### src/rtl/btn_sel_pkg.sv
// btn_sel_pkg: shared constants and helpers for the push-button selection block.
//   MODE_EXCL / MODE_TOGGLE : encodings of the o_mode bit
//   onehot_to_idx           : binary index of the highest set bit (0 for zero input)
//   is_onehot               : true when exactly one bit is set
package btn_sel_pkg;

    localparam logic MODE_EXCL   = 1'b0;
    localparam logic MODE_TOGGLE = 1'b1;

    localparam int unsigned VEC_W = 32;

    function automatic int unsigned onehot_to_idx(input logic [VEC_W-1:0] v);
        int unsigned idx;
        idx = 0;
        for (int unsigned i = 0; i < VEC_W; i++) begin
            if (v[i]) idx = i;
        end
        return idx;
    endfunction

    function automatic logic is_onehot(input logic [VEC_W-1:0] v);
        int unsigned ones;
        ones = 0;
        for (int unsigned i = 0; i < VEC_W; i++) begin
            if (v[i]) ones = ones + 1;
        end
        return (ones == 1);
    endfunction

endpackage

### src/rtl/btn_sel_ctrl_if.sv
// btn_sel_ctrl_if: button inputs and selection outputs of btn_sel_ctrl.
//   i_btn / i_mode_btn : raw, bouncing board buttons
//   o_sel, o_sel_idx, o_sel_none, o_press, o_mode : registered selection state
// Modports: master = button source / consumer, slave = btn_sel_ctrl.
interface btn_sel_ctrl_if #(
    parameter int unsigned N_BTN = 3
);
    localparam int unsigned IDX_W = $clog2(N_BTN);

    logic [N_BTN-1:0] i_btn;
    logic             i_mode_btn;
    logic [N_BTN-1:0] o_sel;
    logic [IDX_W-1:0] o_sel_idx;
    logic             o_sel_none;
    logic [N_BTN-1:0] o_press;
    logic             o_mode;

    modport master (
        output i_btn, i_mode_btn,
        input  o_sel, o_sel_idx, o_sel_none, o_press, o_mode
    );

    modport slave (
        input  i_btn, i_mode_btn,
        output o_sel, o_sel_idx, o_sel_none, o_press, o_mode
    );
endinterface

### src/rtl/btn_debounce.sv
// btn_debounce: one button channel -- 2-FF synchroniser, optional debouncer,
// and rising-edge detector.
//   clock, i_reset : system clock, async active-high reset
//   i_raw          : raw asynchronous button level
//   o_stable       : accepted (debounced) level
//   o_rise         : high for one cycle after o_stable goes 0 -> 1
// Macro BTN_SEL_DEBOUNCE_EN: defined = counter debouncer of DEBOUNCE_CYC cycles,
// undefined = synchroniser output is taken as the stable level directly.
module btn_debounce #(
    parameter int unsigned DEBOUNCE_CYC = 1000000
) (
    input  logic clock,
    input  logic i_reset,
    input  logic i_raw,
    output logic o_stable,
    output logic o_rise
);

    if (DEBOUNCE_CYC < 1) begin : g_bad_cyc
        $error("btn_debounce: DEBOUNCE_CYC must be at least 1");
    end

    logic sync1_q, sync1_d;
    logic sync2_q, sync2_d;
    logic prev_q,  prev_d;
    logic stable;

`ifdef BTN_SEL_DEBOUNCE_EN
    localparam int unsigned CNT_W   = $clog2(DEBOUNCE_CYC + 1);
    localparam logic [CNT_W-1:0] CNT_MAX = CNT_W'(DEBOUNCE_CYC);

    logic             stable_q, stable_d;
    logic [CNT_W-1:0] cnt_q, cnt_d;

    // Count consecutive cycles of disagreement; accept the new level on the
    // cycle the count would reach DEBOUNCE_CYC. Any agreement restarts the count.
    always_comb begin
        stable_d = stable_q;
        cnt_d    = '0;
        if (sync2_q != stable_q) begin
            cnt_d = (cnt_q == CNT_MAX) ? cnt_q : cnt_q + CNT_W'(1);
            if (cnt_d == CNT_MAX) begin
                stable_d = sync2_q;
                cnt_d    = '0;
            end
        end
    end

    always_ff @(posedge clock or posedge i_reset) begin
        if (i_reset) begin
            stable_q <= 1'b0;
            cnt_q    <= '0;
        end else begin
            stable_q <= stable_d;
            cnt_q    <= cnt_d;
        end
    end

    assign stable = stable_q;
`else
    assign stable = sync2_q;
`endif

    // Synchroniser and previous-level tracking.
    always_comb begin
        sync1_d = i_raw;
        sync2_d = sync1_q;
        prev_d  = stable;
    end

    always_ff @(posedge clock or posedge i_reset) begin
        if (i_reset) begin
            sync1_q <= 1'b0;
            sync2_q <= 1'b0;
            prev_q  <= 1'b0;
        end else begin
            sync1_q <= sync1_d;
            sync2_q <= sync2_d;
            prev_q  <= prev_d;
        end
    end

    assign o_stable = stable;
    assign o_rise   = stable & ~prev_q;

endmodule

### src/rtl/btn_sel_ctrl.sv
// btn_sel_ctrl: push-button selection front end.
//   clock, i_reset : system clock, async active-high reset
//   bus (slave)    : i_btn[N_BTN], i_mode_btn in; o_sel (one-hot or zero),
//                    o_sel_idx, o_sel_none, o_press, o_mode out (all registered)
// Each button press selects its channel (lowest index wins on ties); pressing
// the already-selected channel clears the selection only in toggle mode. The
// mode button inverts o_mode. Debouncing is enabled by BTN_SEL_DEBOUNCE_EN.
module btn_sel_ctrl
    import btn_sel_pkg::*;
#(
    parameter int unsigned N_BTN        = 3,
    parameter int unsigned DEBOUNCE_CYC = 1000000,
    parameter int unsigned RESET_SEL    = 1
) (
    input  logic          clock,
    input  logic          i_reset,
    btn_sel_ctrl_if.slave bus
);

    localparam int unsigned IDX_W = $clog2(N_BTN);
    localparam logic [N_BTN-1:0] SEL_RST = N_BTN'(RESET_SEL);
    localparam logic [IDX_W-1:0] IDX_RST = IDX_W'(onehot_to_idx(RESET_SEL));
    localparam logic [N_BTN-1:0] SEL_ONE = N_BTN'(1);

    if (N_BTN < 2 || N_BTN > 16) begin : g_bad_n
        $error("btn_sel_ctrl: N_BTN must be in 2..16");
    end
    if (!is_onehot(RESET_SEL) || onehot_to_idx(RESET_SEL) >= N_BTN) begin : g_bad_rst
        $error("btn_sel_ctrl: RESET_SEL must be one-hot below bit N_BTN");
    end

    // Channels 0..N_BTN-1 are selection buttons, channel N_BTN is the mode button.
    logic [N_BTN:0] raw;
    logic [N_BTN:0] rise;
    logic [N_BTN:0] stable_unused;

    assign raw = {bus.i_mode_btn, bus.i_btn};

    for (genvar g = 0; g <= N_BTN; g++) begin : g_chan
        btn_debounce #(
            .DEBOUNCE_CYC (DEBOUNCE_CYC)
        ) u_deb (
            .clock    (clock),
            .i_reset  (i_reset),
            .i_raw    (raw[g]),
            .o_stable (stable_unused[g]),
            .o_rise   (rise[g])
        );
    end

    logic [N_BTN-1:0] sel_q,   sel_d;
    logic [IDX_W-1:0] idx_q,   idx_d;
    logic             none_q,  none_d;
    logic [N_BTN-1:0] press_q, press_d;
    logic             mode_q,  mode_d;

    logic             hit;
    logic [IDX_W-1:0] win;

    // Priority select on the old mode; mode toggles independently.
    always_comb begin
        sel_d   = sel_q;
        mode_d  = mode_q;
        press_d = rise[N_BTN-1:0];
        hit     = 1'b0;
        win     = '0;
        for (int i = N_BTN - 1; i >= 0; i--) begin
            if (rise[i]) begin
                hit = 1'b1;
                win = IDX_W'(i);
            end
        end
        if (hit) begin
            if (!sel_q[win]) begin
                sel_d = SEL_ONE << win;
            end else if (mode_q == MODE_TOGGLE) begin
                sel_d = '0;
            end
        end
        if (rise[N_BTN]) begin
            mode_d = ~mode_q;
        end
        idx_d  = IDX_W'(onehot_to_idx(VEC_W'(sel_d)));
        none_d = (sel_d == '0);
    end

    always_ff @(posedge clock or posedge i_reset) begin
        if (i_reset) begin
            sel_q   <= SEL_RST;
            idx_q   <= IDX_RST;
            none_q  <= 1'b0;
            press_q <= '0;
            mode_q  <= MODE_EXCL;
        end else begin
            sel_q   <= sel_d;
            idx_q   <= idx_d;
            none_q  <= none_d;
            press_q <= press_d;
            mode_q  <= mode_d;
        end
    end

    assign bus.o_sel      = sel_q;
    assign bus.o_sel_idx  = idx_q;
    assign bus.o_sel_none = none_q;
    assign bus.o_press    = press_q;
    assign bus.o_mode     = mode_q;

endmodule

### src/flat_wrapper.sv
// flat-port wrapper written by rule: the top's interface ports become plain ports
module btn_sel_ctrl_flat import btn_sel_pkg::*;
#(
    parameter int unsigned N_BTN        = 3,
    parameter int unsigned DEBOUNCE_CYC = 1000000,
    parameter int unsigned RESET_SEL    = 1
)
  (clock, i_reset, bus_i_btn, bus_i_mode_btn, bus_o_sel, bus_o_sel_idx, bus_o_sel_none, bus_o_press, bus_o_mode);
  btn_sel_ctrl_if #(.N_BTN(N_BTN)) bus_i ();
  input  logic clock;
  input  logic i_reset;
  input wire logic [$bits(bus_i.i_btn)-1:0] bus_i_btn;
  input wire logic [$bits(bus_i.i_mode_btn)-1:0] bus_i_mode_btn;
  output wire logic [$bits(bus_i.o_sel)-1:0] bus_o_sel;
  output wire logic [$bits(bus_i.o_sel_idx)-1:0] bus_o_sel_idx;
  output wire logic [$bits(bus_i.o_sel_none)-1:0] bus_o_sel_none;
  output wire logic [$bits(bus_i.o_press)-1:0] bus_o_press;
  output wire logic [$bits(bus_i.o_mode)-1:0] bus_o_mode;
  assign bus_i.i_btn = bus_i_btn;
  assign bus_i.i_mode_btn = bus_i_mode_btn;
  assign bus_o_sel = bus_i.o_sel;
  assign bus_o_sel_idx = bus_i.o_sel_idx;
  assign bus_o_sel_none = bus_i.o_sel_none;
  assign bus_o_press = bus_i.o_press;
  assign bus_o_mode = bus_i.o_mode;
  btn_sel_ctrl #(.N_BTN(N_BTN), .DEBOUNCE_CYC(DEBOUNCE_CYC), .RESET_SEL(RESET_SEL)) u_core (.clock(clock), .i_reset(i_reset), .bus(bus_i));
endmodule
### config.mk
export PLATFORM = sky130hd
export DESIGN_NAME = btn_sel_ctrl_flat
export DESIGN_NICKNAME = d
export VERILOG_FILES = /design/src/rtl/btn_sel_pkg.sv /design/src/rtl/btn_sel_ctrl_if.sv /design/src/rtl/btn_debounce.sv /design/src/rtl/btn_sel_ctrl.sv /design/src/flat_wrapper.sv
export SDC_FILE = /design/constraint.sdc
export NUM_CORES = 1
export LEC_CHECK = 0
export CAP_MARGIN = 25
export CORE_MARGIN = 4
export CORE_UTILIZATION = 45
export CTS_CLUSTER_SIZE = 8
export DETAILED_ROUTE_END_ITERATION = 16
export PLACE_DENSITY = 0.69
export SYNTH_ARGS = -nofsm -noshare
export SYNTH_HDL_FRONTEND = slang
export SYNTH_SLANG_ARGS = --single-unit
### constraint.sdc
create_clock -name clock -period 1.6 [get_ports clock]
set_input_delay 0.48 -clock clock [delete_from_list [all_inputs] [get_ports clock]]
set_output_delay 0.48 -clock clock [all_outputs]
set_load 0.02 [all_outputs]
* After elaboration in Yosys (flattened, before gate mapping)
Cells that the tools add are included.
** Operators by class
- $lt $le $gt $ge :: 1
- Shift-type cells :: 1
- Multiplexer cells :: 13
- Bitwise logic cells :: 9
- Reduce and logical (&&, ||, !) cells :: 1
** Operators with widths (number)
- 2-to-1 mux 3 bit :: 3
- 2-to-1 mux 2 bit :: 4
- 2-to-1 mux 1 bit :: 5
- NOT 1 bit :: 5
- bitwise AND 1 bit :: 4
- zero test 3 bit :: 1
- less-than comparator 2 x 3 -> 1 bit (second input constant) :: 1
- left shift 1 x 2 -> 3 bit (first input constant) :: 1
- binary-select mux 1 bit (select 2 bit) :: 1
** Storage, ports and cells
- Register bits :: 22
- Bits of input ports :: 6
- Output and inout port bits :: 10
- Logic and storage cells :: 42

* Longest topological paths before layout
Gate-level depths: netlist (run 1).
- Depth in word-level cells :: 11
- Gate-level depth with buffers :: 6
- Gate-level depth less buffers :: 6

* Modules after synthesis
From an unflattened synthesis (run 1), not the netlist that was laid out.
** Unflattened totals
- Cell total of the unflattened synthesis :: 58
- Area, all modules :: 779.5 um2
** By module, submodules not included
- btn_sel_ctrl :: times used 1, cells each 38, area an instance 409.1 um2
- btn_debounce :: times used 4, cells each 5, area an instance 92.6 um2

* Least setup slack after synthesis (run 1)
OpenSTA, ideal clock, no wires.
- Path type :: register -> register
- Start point :: register u_core.mode_q, in the netlist u_core.bus.o_mode
- End point :: register u_core.none_q, in the netlist u_core.bus.o_sel_none
- Library setup time :: 127 ps
- Arrival time :: 1276 ps
- Data required time :: 1473 ps
- Setup slack :: 196 ps
- Stages on the path, launching flop included :: 6
- Buffers on the path :: 0
- Clock period less this slack :: 1404 ps
- Cell sequence :: dfrtp_1 > nand2b_4 > a211oi_2 > o21ai_1 > a2bb2oi_2 > nor3_2
** On the way
- Cells in the longest elaborated chain, start to end :: 4
** RTL lines
- start: declaration :: RTL line btn_sel_ctrl.sv:55 : logic mode_q, mode_d;
- start signal: assignment :: RTL line btn_sel_ctrl.sv:99 : mode_q <= mode_d;
- 2-to-1 mux 3 bit :: RTL line btn_sel_ctrl.sv:76 : end else if (mode_q == MODE_TOGGLE) begin
- 2-to-1 mux 3 bit :: RTL line btn_sel_ctrl.sv:74 : if (!sel_q[win]) begin
- 2-to-1 mux 3 bit :: RTL line btn_sel_ctrl.sv:73 : if (hit) begin
- named net u_core.sel_d[0] :: RTL line btn_sel_ctrl.sv:51 : logic [N_BTN-1:0] sel_q, sel_d;
- zero test 3 bit :: RTL line btn_sel_ctrl.sv:84 : none_d = (sel_d == '0);
- named net u_core.none_d :: RTL line btn_sel_ctrl.sv:53 : logic none_q, none_d;
- end signal: assignment :: RTL line btn_sel_ctrl.sv:97 : none_q <= none_d;
- end: declaration :: RTL line btn_sel_ctrl.sv:53
The timed path passes the listed nets, and every way through them passes these cells.
A chain may end at the register's enable or synchronous reset.

* Worst setup path after layout (run 1)
- Start point :: register u_core.sel_q[1], in the netlist u_core.bus.o_sel[1]
- End point :: output port bus_o_sel[1]
** RTL lines
- start: declaration :: RTL line btn_sel_ctrl.sv:51
- start signal: assignment :: RTL line btn_sel_ctrl.sv:95 : sel_q <= sel_d;
- end: declaration :: RTL line flat_wrapper.sv:14 : output wire logic [$bits(bus_i.o_sel)-1:0] bus_o_sel;
No word-level cell between the ends.

==> results of run 1 <==
## state kept, by name, summed over array words and instances (netlist names)
name	cells
u_core.g_chan.u_deb.sync1_q	4
u_core.bus.o_sel	2
u_core.bus.o_sel_none	1
u_core.bus.o_sel_idx	2
u_core.bus.o_press	3
u_core.g_chan.u_deb.prev_q	4
u_core.bus.o_mode	1
u_core.g_chan.u_deb.o_stable	4
## path summary, 6_finish.rpt
path                                                          start                                         to  cells past startpoint
max                                   u_core.bus.o_sel[1]$_DFF_PP0_                               bus_o_sel[1]                      1
min                        u_core.g_chan[3].u_deb.sync1_q$_DFF_PP0_  u_core.g_chan[3].u_deb.o_stable$_DFF_PP0_                      0
max reg2reg                           u_core.bus.o_mode$_DFFE_PP0P_            u_core.bus.o_sel_none$_DFF_PP0_                      6
min reg2reg                u_core.g_chan[3].u_deb.sync1_q$_DFF_PP0_  u_core.g_chan[3].u_deb.o_stable$_DFF_PP0_                      0
max in group asynchronous                                   i_reset              u_core.bus.o_sel[0]$_DFF_PP1_                      3
min in group asynchronous                                   i_reset  u_core.g_chan[2].u_deb.o_stable$_DFF_PP0_                      3
## what timing repair did
item                       4_1_cts  5_1_grt
resized for setup               12        1
setup endpoints to repair       10        1
pin swaps                        0        0
hold buffers                     0        0
buffers inserted                 0        0
## power groups by stage
stage / registers, mW / logic, mW / clock network [mW]
global route: 0.684 / 0.666 / 0.282
global placement: 0.678 / 0.684 / 0
detailed placement: 0.682 / 0.692 / 0
CTS: 0.667 / 0.638 / 0.258
finish: 0.664 / 0.618 / 0.243
floorplan: 0.821 / 0.278 / 0
## cell usage in the layout, fill, tap and decap left out, types with 2 or more instances in the layout
master	count
nor2_1	2
o21ai_1	2
buf_4	4
dfrtp_1	20
inv_1	2
clkbuf_4	3
inv_2	3
clkdlybuf4s50_1	5
a21oi_1	2
dlygate4sd2_1	9
nand2b_4	4
## layout make-up
cell class / count / share of cell area
Clock buffer: 3 / 0.0227
Clock inverter: 1 / 0.00504
Inverter: 5 / 0.0189
Multi-Input combinational cell: 25 / 0.238
Sequential cell: 21 / 0.530
Tap cell: 16 / 0.0202
Timing Repair Buffer: 19 / 0.165
## through the flow
step | util | cell area (sq um)
after global placement | 0.623 | 982
after global routing | 0.630 | 993
after detailed placement | 0.623 | 982
after CTS | 0.634 | 1000
final | 0.630 | 993
after floorplan | - | 790
## routing by layer
metal	wire length (microns)	GRT usage
met1	471	0.121
met2	541	0.181
met3	74	0.0271
met4	21	0.0691
met5	0	0
## logic make-up (layout without fill, tap and decap cells)
group                  Yosys count  in the layout  synth area share
buffers and inverters            6             28            0.0333
flip-flops                      21             21             0.667
AO/OA/AOI/OAI                   10             10             0.132
AND/OR/NAND/NOR                 14             14             0.157
XOR/XNOR                         1              1            0.0111
==> reports/results.ini, run 1 <==
[layout]
fin_cells = 90
final-seq-area_sq_um = 527
fillers = 133
area_growth_syn_to_layout_pct = 25.8
antenna_cells = 0
multi_input_area_sq_um = 236
drive_above_1_share = 0.338
nets = 81

[detailed_routing]
detail-route-antenna-nets = 0
totalWireLength_mm = 1.11
drtIter0Drc = 2
wl_per_cell_microns = 12.3
viasPerCell = 4.98
vias = 448
dr.pass1.iters = 4
drc = 0

[placed_design]
gp_congestion = 0.799
dp_hpwl_microns = 842
dp_slack_ns = 0.0248
port_buffers = 15
dp_cells = 86

[synth]
synth.most_common_cell = dfrtp_1
synth_top_flop_cell = dfrtp_1
async_flop_share = 1.00
synth_seq_cells = 21
netlist_area_sq_um = 790
synth_edf_count = 0
ys_top_cells_by_count = dfrtp_1, nand2b_4, inv_2
seq_area_frac_synth = 0.667
synth_top_cell_by_area = dfrtp_1
syn_avg_cell_area_sq_um = 15.2
synth_cell_types = 24
synth_cells = 52
synth_nets = 58
synth_area_leaders = dfrtp_1, nand2b_4, o41ai_4
yosys_warnings = 0
synth_top_area_share = 0.634

[setup_path]
r2r_setup_slack_ns = 0.17
crit_type = reg -> out
worst-path-buf-inv = 1
path_max_fanout = 3
max_stage_delay_ns = 0.41
end_kind = output pin
start_kind = flip-flop
cp_data_arrival_time_ns = 1.03
crit_chain = dlygate4sd2_1
path_delay_family = flip-flops
slowest_stage = dfrtp_1
critPathRequiredTime_ns = 1.12

[die]
die_w_microns = 49.9
coreArea_sq_um = 1580
die_area_sq_um = 2490
io_pins = 16
start_util = 0.501
num_rows = 14
dieHeight_microns = 49.9

[sta]
setup_tns_ns = 0
fmax_mhz = 661
period_minus_slack_ns = 1.51
rsz0062_at_grt = no
worst_slack_ns = 0.0872
hold_slack_ns = 0.358
period_share = 0.945
finalMaxSlewViolations = 0
max-slew-margin-rel = 0.774
tightestPinTransition_ns = 0.336
finClkSkew_ns = 0.00304
final-setup-viol-count = 0
finalHoldViolations = 0

[global_route]
grt_overflow_total = 0
track_usage = 0.108
antenna_found_initial = 0
grt_pass1_wl_mm = 1.98
grt_max_degree = 22
grt_pass1_vias = 455

[power_and_ir_drop]
p_int_uw = 997
powerDensity_nw_per_um2 = 1540
worst_ir_drop_vdd_v = 0.000777
finalPower_mw = 1.53
p_switching_uw = 528
clkPwrFrac = 0.159
seqPwrFrac = 0.436
p_leak_nw = 0.484
power_frac_comb = 0.405
switching_share = 0.346

[clocking]
clk_pin_slew_ns = 0.11
cts_tree = built
cts_buffers = 3
cts.sinks = 21
worstSkewPairLatency_ns = 0.30
cts_root_buffer = clkbuf_4
clock_path_buffers = 2
cts-htree-levels = 1

[hold_path]
hold_path_class = reg -> reg

[run_status]
status = finished clean

[flow_run]
maxCapViolations = 0

Power figures use the tool's default switching activity.
==> inputs of run 2 (changes only) <==
--- a/config.mk
+++ b/config.mk
@@ -7,10 +7,11 @@
 export LEC_CHECK = 0
 export CAP_MARGIN = 25
 export CORE_MARGIN = 4
-export CORE_UTILIZATION = 45
+export CORE_UTILIZATION = 48
+export CTS_CLUSTER_DIAMETER = 120
 export CTS_CLUSTER_SIZE = 8
 export DETAILED_ROUTE_END_ITERATION = 16
-export PLACE_DENSITY = 0.69
+export PLACE_DENSITY = 0.75
 export SYNTH_ARGS = -nofsm -noshare
 export SYNTH_HDL_FRONTEND = slang
 export SYNTH_SLANG_ARGS = --single-unit
==> run 2 against run 1 <==
  * Clock power is essentially flat
  * Worst setup slack worse by 0.0067 ns
  * Wire length grew 7.2%
  * Sequential share of layout area increased by 0.067 points
  * Final cell count did not move
  * Combinational power is essentially flat
  * First-iteration DRC count unchanged
  * Register-to-register slack barely moved
  * Sequential cell count unchanged
  * Maximum frequency down 0.44%
  * Worst hold slack got worse by 0.0076 ns
  * Design area is 0.13% lower
==> reports/results.ini, run 2 (synthesis results as in run 1) <==
[global_route]
grt_max_degree = 22
grt_pass1_vias = 436
antenna_found_initial = 0
grt_overflow_total = 0
grt_pass1_wl_mm = 1.88
track_usage = 0.105

[setup_path]
critPathRequiredTime_ns = 1.12
path_delay_family = flip-flops
cp_data_arrival_time_ns = 1.04
slowest_stage = dfrtp_1
r2r_cells = 6
crit_chain = dlygate4sd2_1
start_kind = flip-flop
max_stage_delay_ns = 0.42
end_kind = output pin
cp_num_cells = 1
path_max_fanout = 3
crit_type = reg -> out
worst-path-buf-inv = 1

[layout]
multi_input_area_sq_um = 236
drive_above_1_share = 0.324
layout_common_cells = dfrtp_1, dlygate4sd2_1, clkdlybuf4s50_1
nets = 81
final_common_cell = dfrtp_1
fillers = 134
area_growth_syn_to_layout_pct = 25.7
final-seq-area_sq_um = 527
fin_cells = 90
antenna_cells = 0

[sta]
rsz0062_at_grt = no
period_minus_slack_ns = 1.52
max-slew-margin-rel = 0.763
fmax_mhz = 658
tightestPinTransition_ns = 0.352
finalHoldViolations = 0
final-setup-viol-count = 0
setup_tns_ns = 0
period_share = 0.950
finClkSkew_ns = 0.00909
finalMaxSlewViolations = 0

[die]
coreArea_sq_um = 1520
dieHeight_microns = 48.6
start_util = 0.518
die_area_sq_um = 2360
num_rows = 14
die_w_microns = 48.6
io_pins = 16

[clocking]
worstSkewPairLatency_ns = 0.29
cts.sinks = 21
cts_buffers = 3
cts_root_buffer = clkbuf_4
cts-htree-levels = 1
clock_path_buffers = 2
cts_tree = built
clk_pin_slew_ns = 0.11

[power_and_ir_drop]
switching_share = 0.346
p_switching_uw = 529
finalPower_mw = 1.53
p_int_mw = 1.00
worst_ir_drop_vdd_v = 0.000785
seqPwrFrac = 0.436
clkPwrFrac = 0.157
powerDensity_nw_per_um2 = 1540
p_leak_nw = 0.481
power_frac_comb = 0.406

[placed_design]
dp_hpwl_microns = 889
port_buffers = 15
dp_cells = 86
gp_congestion = 0.758

[detailed_routing]
viasPerCell = 5.17
detail-route-antenna-nets = 0
drtIter0Drc = 2
dr.pass1.iters = 4
drc = 0
wl_per_cell_microns = 13.2
vias = 465
totalWireLength_mm = 1.19

[hold_path]
hold_depth = 0
hold_path_class = reg -> reg

[flow_run]
maxCapViolations = 0

[run_status]
status = finished clean

## run 2: changes by cell type in the layout (fill, tap and decap cells not counted), sizes merged
cell    change
clkbuf      +1
clkinv      -1
## run 2: worst reg2reg max path, cell delays in order, from the launching register on
cell	delay, ns
dfrtp_1	0.39
buf_4	0.16
nand2b_4	0.14
a211oi_2	0.28
o21ai_1	0.13
a2bb2oi_2	0.18
nor3_2	0.06
## run 2: routing by layer
layer,vias to the layer above,track usage,wire (microns)
li1,218,-,-
met1,228,0.117,483
met2,17,0.180,589
met3,2,0.0184,97
met4,0,0.0673,19
met5,-,0,0
## run 2: layout make-up
type | count | area share
Sequential cell | 21 | 0.531
Multi-Input combinational cell | 25 | 0.238
Timing Repair Buffer | 19 | 0.165
Clock buffer | 4 | 0.0265
Tap cell | 16 | 0.0202
Inverter | 5 | 0.0189
## run 2: what timing repair did
item | 4_1_cts | 5_1_grt
hold buffers | 0 | 0
setup buffers | 0 | 0
endpoints found under the hold margin | 0 | 0
setup endpoints to repair | 10 | 1
resized for setup | 12 | 1
## run 2: path summary, 6_finish.rpt
| check | startpoint | to | slack, ns |
|---|---|---|---|
| worst max-delay path | u_core.bus.o_sel[1]$_DFF_PP0_ | bus_o_sel[1] | 0.08 |
| max in group asynchronous | i_reset | u_core.bus.o_sel[0]$_DFF_PP1_ | 0.84 |
| worst min register to register | u_core.g_chan[1].u_deb.sync1_q$_DFF_PP0_ | u_core.g_chan[1].u_deb.o_stable$_DFF_PP0_ | 0.35 |
| worst min-delay path | u_core.g_chan[1].u_deb.sync1_q$_DFF_PP0_ | u_core.g_chan[1].u_deb.o_stable$_DFF_PP0_ | 0.35 |
| min in group asynchronous | i_reset | u_core.bus.o_sel[1]$_DFF_PP0_ | 0.49 |
| worst max register to register | u_core.bus.o_mode$_DFFE_PP0P_ | u_core.bus.o_sel_none$_DFF_PP0_ | 0.16 |
## run 2: power by group through the flow
stage | Sequential, mW | Combinational, mW | Clock (mW)
floorplan | 0.821 | 0.278 | 0
global placement | 0.680 | 0.679 | 0
detailed placement | 0.684 | 0.691 | 0
CTS | 0.670 | 0.636 | 0.249
global route | 0.678 | 0.661 | 0.282
finish | 0.668 | 0.621 | 0.241
## run 2: stage by stage
| step | setup WS [ns] | utilization | area [sq um] | hold WS [ns] |
|---|---|---|---|---|
| floorplan | 0.196 | - | 790 | 0.331 |
| global placement | 0.0248 | 0.644 | 982 | 0.332 |
| detailed placement | 0.0255 | 0.644 | 982 | 0.336 |
| CTS | 0.0299 | 0.655 | 998 | 0.357 |
| global route | 0.0408 | 0.651 | 992 | 0.371 |
| finish | 0.0806 | 0.651 | 992 | 0.351 |
==> inputs of run 3 (changes only) <==
==> constraint.sdc (replaced) <==
create_clock -name clock -period 1.58 [get_ports clock]
set_input_delay 0.474 -clock clock [delete_from_list [all_inputs] [get_ports clock]]
set_output_delay 0.474 -clock clock [all_outputs]
set_load 0.02 [all_outputs]
==> run 3 against run 2 <==
  * Clock power about the same
  * Final cell count unchanged
  * First-iteration DRC count unchanged
  * Critical path depth unchanged
  * Sequential cell count unchanged
  * Worst setup slack worse by 0.022 ns
  * Clock-buffer cell count down 1
  * Via count down 2.8%
==> reports/results.ini, run 3 (synthesis results as in run 1) <==
[layout]
area_growth_syn_to_layout_pct = 25.8
final-seq-area_sq_um = 527
fillers = 130
nets = 81
layout_common_cells = dfrtp_1, dlygate4sd2_1, clkdlybuf4s50_1
final_common_cell = dfrtp_1
drive_above_1_share = 0.338
design_area_sq_um = 993
multi_input_area_sq_um = 236
antenna_cells = 0

[sta]
tightestPinTransition_ns = 0.347
final-setup-viol-count = 0
rsz0062_at_grt = no
finalMaxSlewViolations = 0
max-slew-margin-rel = 0.767
period_minus_slack_ns = 1.52
hold_slack_ns = 0.363
finClkSkew_ns = 0.00211
period_share = 0.963
setup_tns_ns = 0
finalHoldViolations = 0
fmax_mhz = 657

[clocking]
cts.sinks = 21
cts_tree = built
cts_setup_buffers = 0
cts_buffers = 3
clock_path_buffers = 2
cts_root_buffer = clkbuf_4
clk_pin_slew_ns = 0.11
worstSkewPairLatency_ns = 0.29
cts-htree-levels = 1

[placed_design]
dp_hpwl_microns = 808
port_buffers = 15
gp_congestion = 0.754
dpl-instance-area_sq_um = 982

[power_and_ir_drop]
worst_ir_drop_vdd_v = 0.000823
finalPower_mw = 1.54
powerDensity_nw_per_um2 = 1550
p_leak_nw = 0.484

[setup_path]
worst-path-buf-inv = 1
start_kind = flip-flop
max_stage_delay_ns = 0.42
crit_type = reg -> out
end_kind = output pin
slowest_stage = dfrtp_1
critPathRequiredTime_ns = 1.11
cp_data_arrival_time_ns = 1.05
path_delay_family = flip-flops
path_max_fanout = 3
crit_chain = dlygate4sd2_1

[global_route]
antenna_found_initial = 0
grt_pass1_wl_mm = 1.79
grt_pass1_vias = 420
grt_overflow_total = 0
track_usage = 0.0974
grt_max_degree = 22

[detailed_routing]
totalWireLength_mm = 1.08
detail-route-antenna-nets = 0
dr.pass1.iters = 3
drc = 0
wl_per_cell_microns = 11.9
vias = 452
drtIter0Drc = 2
viasPerCell = 5.02

[die]
io_pins = 16
die_area_sq_um = 2360
dieHeight_microns = 48.6
coreArea_sq_um = 1520
num_rows = 14
start_util = 0.518
die_w_microns = 48.6

[flow_run]
maxCapViolations = 0

[hold_path]
hold_path_class = reg -> reg

[run_status]
status = finished clean

## run 3: final timing paths
path / start / depth (start not counted) / slack, ns / to
worst max register to register: u_core.bus.o_mode$_DFFE_PP0P_ / 6 / 0.12 / u_core.bus.o_sel_none$_DFF_PP0_
min in group asynchronous: i_reset / 3 / 0.49 / u_core.g_chan[1].u_deb.o_stable$_DFF_PP0_
max in group asynchronous: i_reset / 3 / 0.82 / u_core.bus.o_sel[0]$_DFF_PP1_
worst min-delay path: u_core.g_chan[2].u_deb.sync1_q$_DFF_PP0_ / 0 / 0.36 / u_core.g_chan[2].u_deb.o_stable$_DFF_PP0_
worst max-delay path: u_core.bus.o_mode$_DFFE_PP0P_ / 1 / 0.06 / bus_o_mode
worst min register to register: u_core.g_chan[2].u_deb.sync1_q$_DFF_PP0_ / 0 / 0.36 / u_core.g_chan[2].u_deb.o_stable$_DFF_PP0_
## run 3: area by class of cell
class                      count  share of cell area
clock buffer                   3              0.0227
clock inverter                 1             0.00504
inverter                       5              0.0189
multi-input combinational     25               0.238
sequential                    21               0.530
tap                           16              0.0202
timing repair buffer          19               0.165
## run 3: routing by layer
layer | part of all wire | vias to the layer above | track usage
li1 | - | 223 | -
met1 | 0.47 | 212 | 0.120
met2 | 0.45 | 15 | 0.152
met3 | 0.073 | 2 | 0.0276
met4 | 0.0084 | 0 | 0.0538
met5 | 0 | - | 0
## run 3: through the flow
step	setup slack, ns	util	cells
final	0.0581	0.652	90
after global routing	0.000258	0.652	90
after CTS	0.00244	0.656	90
after detailed placement	0.00418	0.644	86
after global placement	0.0108	0.644	86
after floorplan	0.176	-	52
## run 3: repair_timing
item                                    4_1_cts  5_1_grt
endpoints found under the setup margin       10        1
hold buffers                                  0        0
resized for setup                            12        1
## run 3: power breakdown
part / internal [mW] / leakage [nW] / switching [mW] / total [mW]
sequential: 0.635 / 0.252 / 0.0482 / 0.684
combinational: 0.280 / 0.215 / 0.333 / 0.613
clock: 0.0941 / 0.0177 / 0.149 / 0.243
total: 1.01 / 0.484 / 0.530 / 1.54
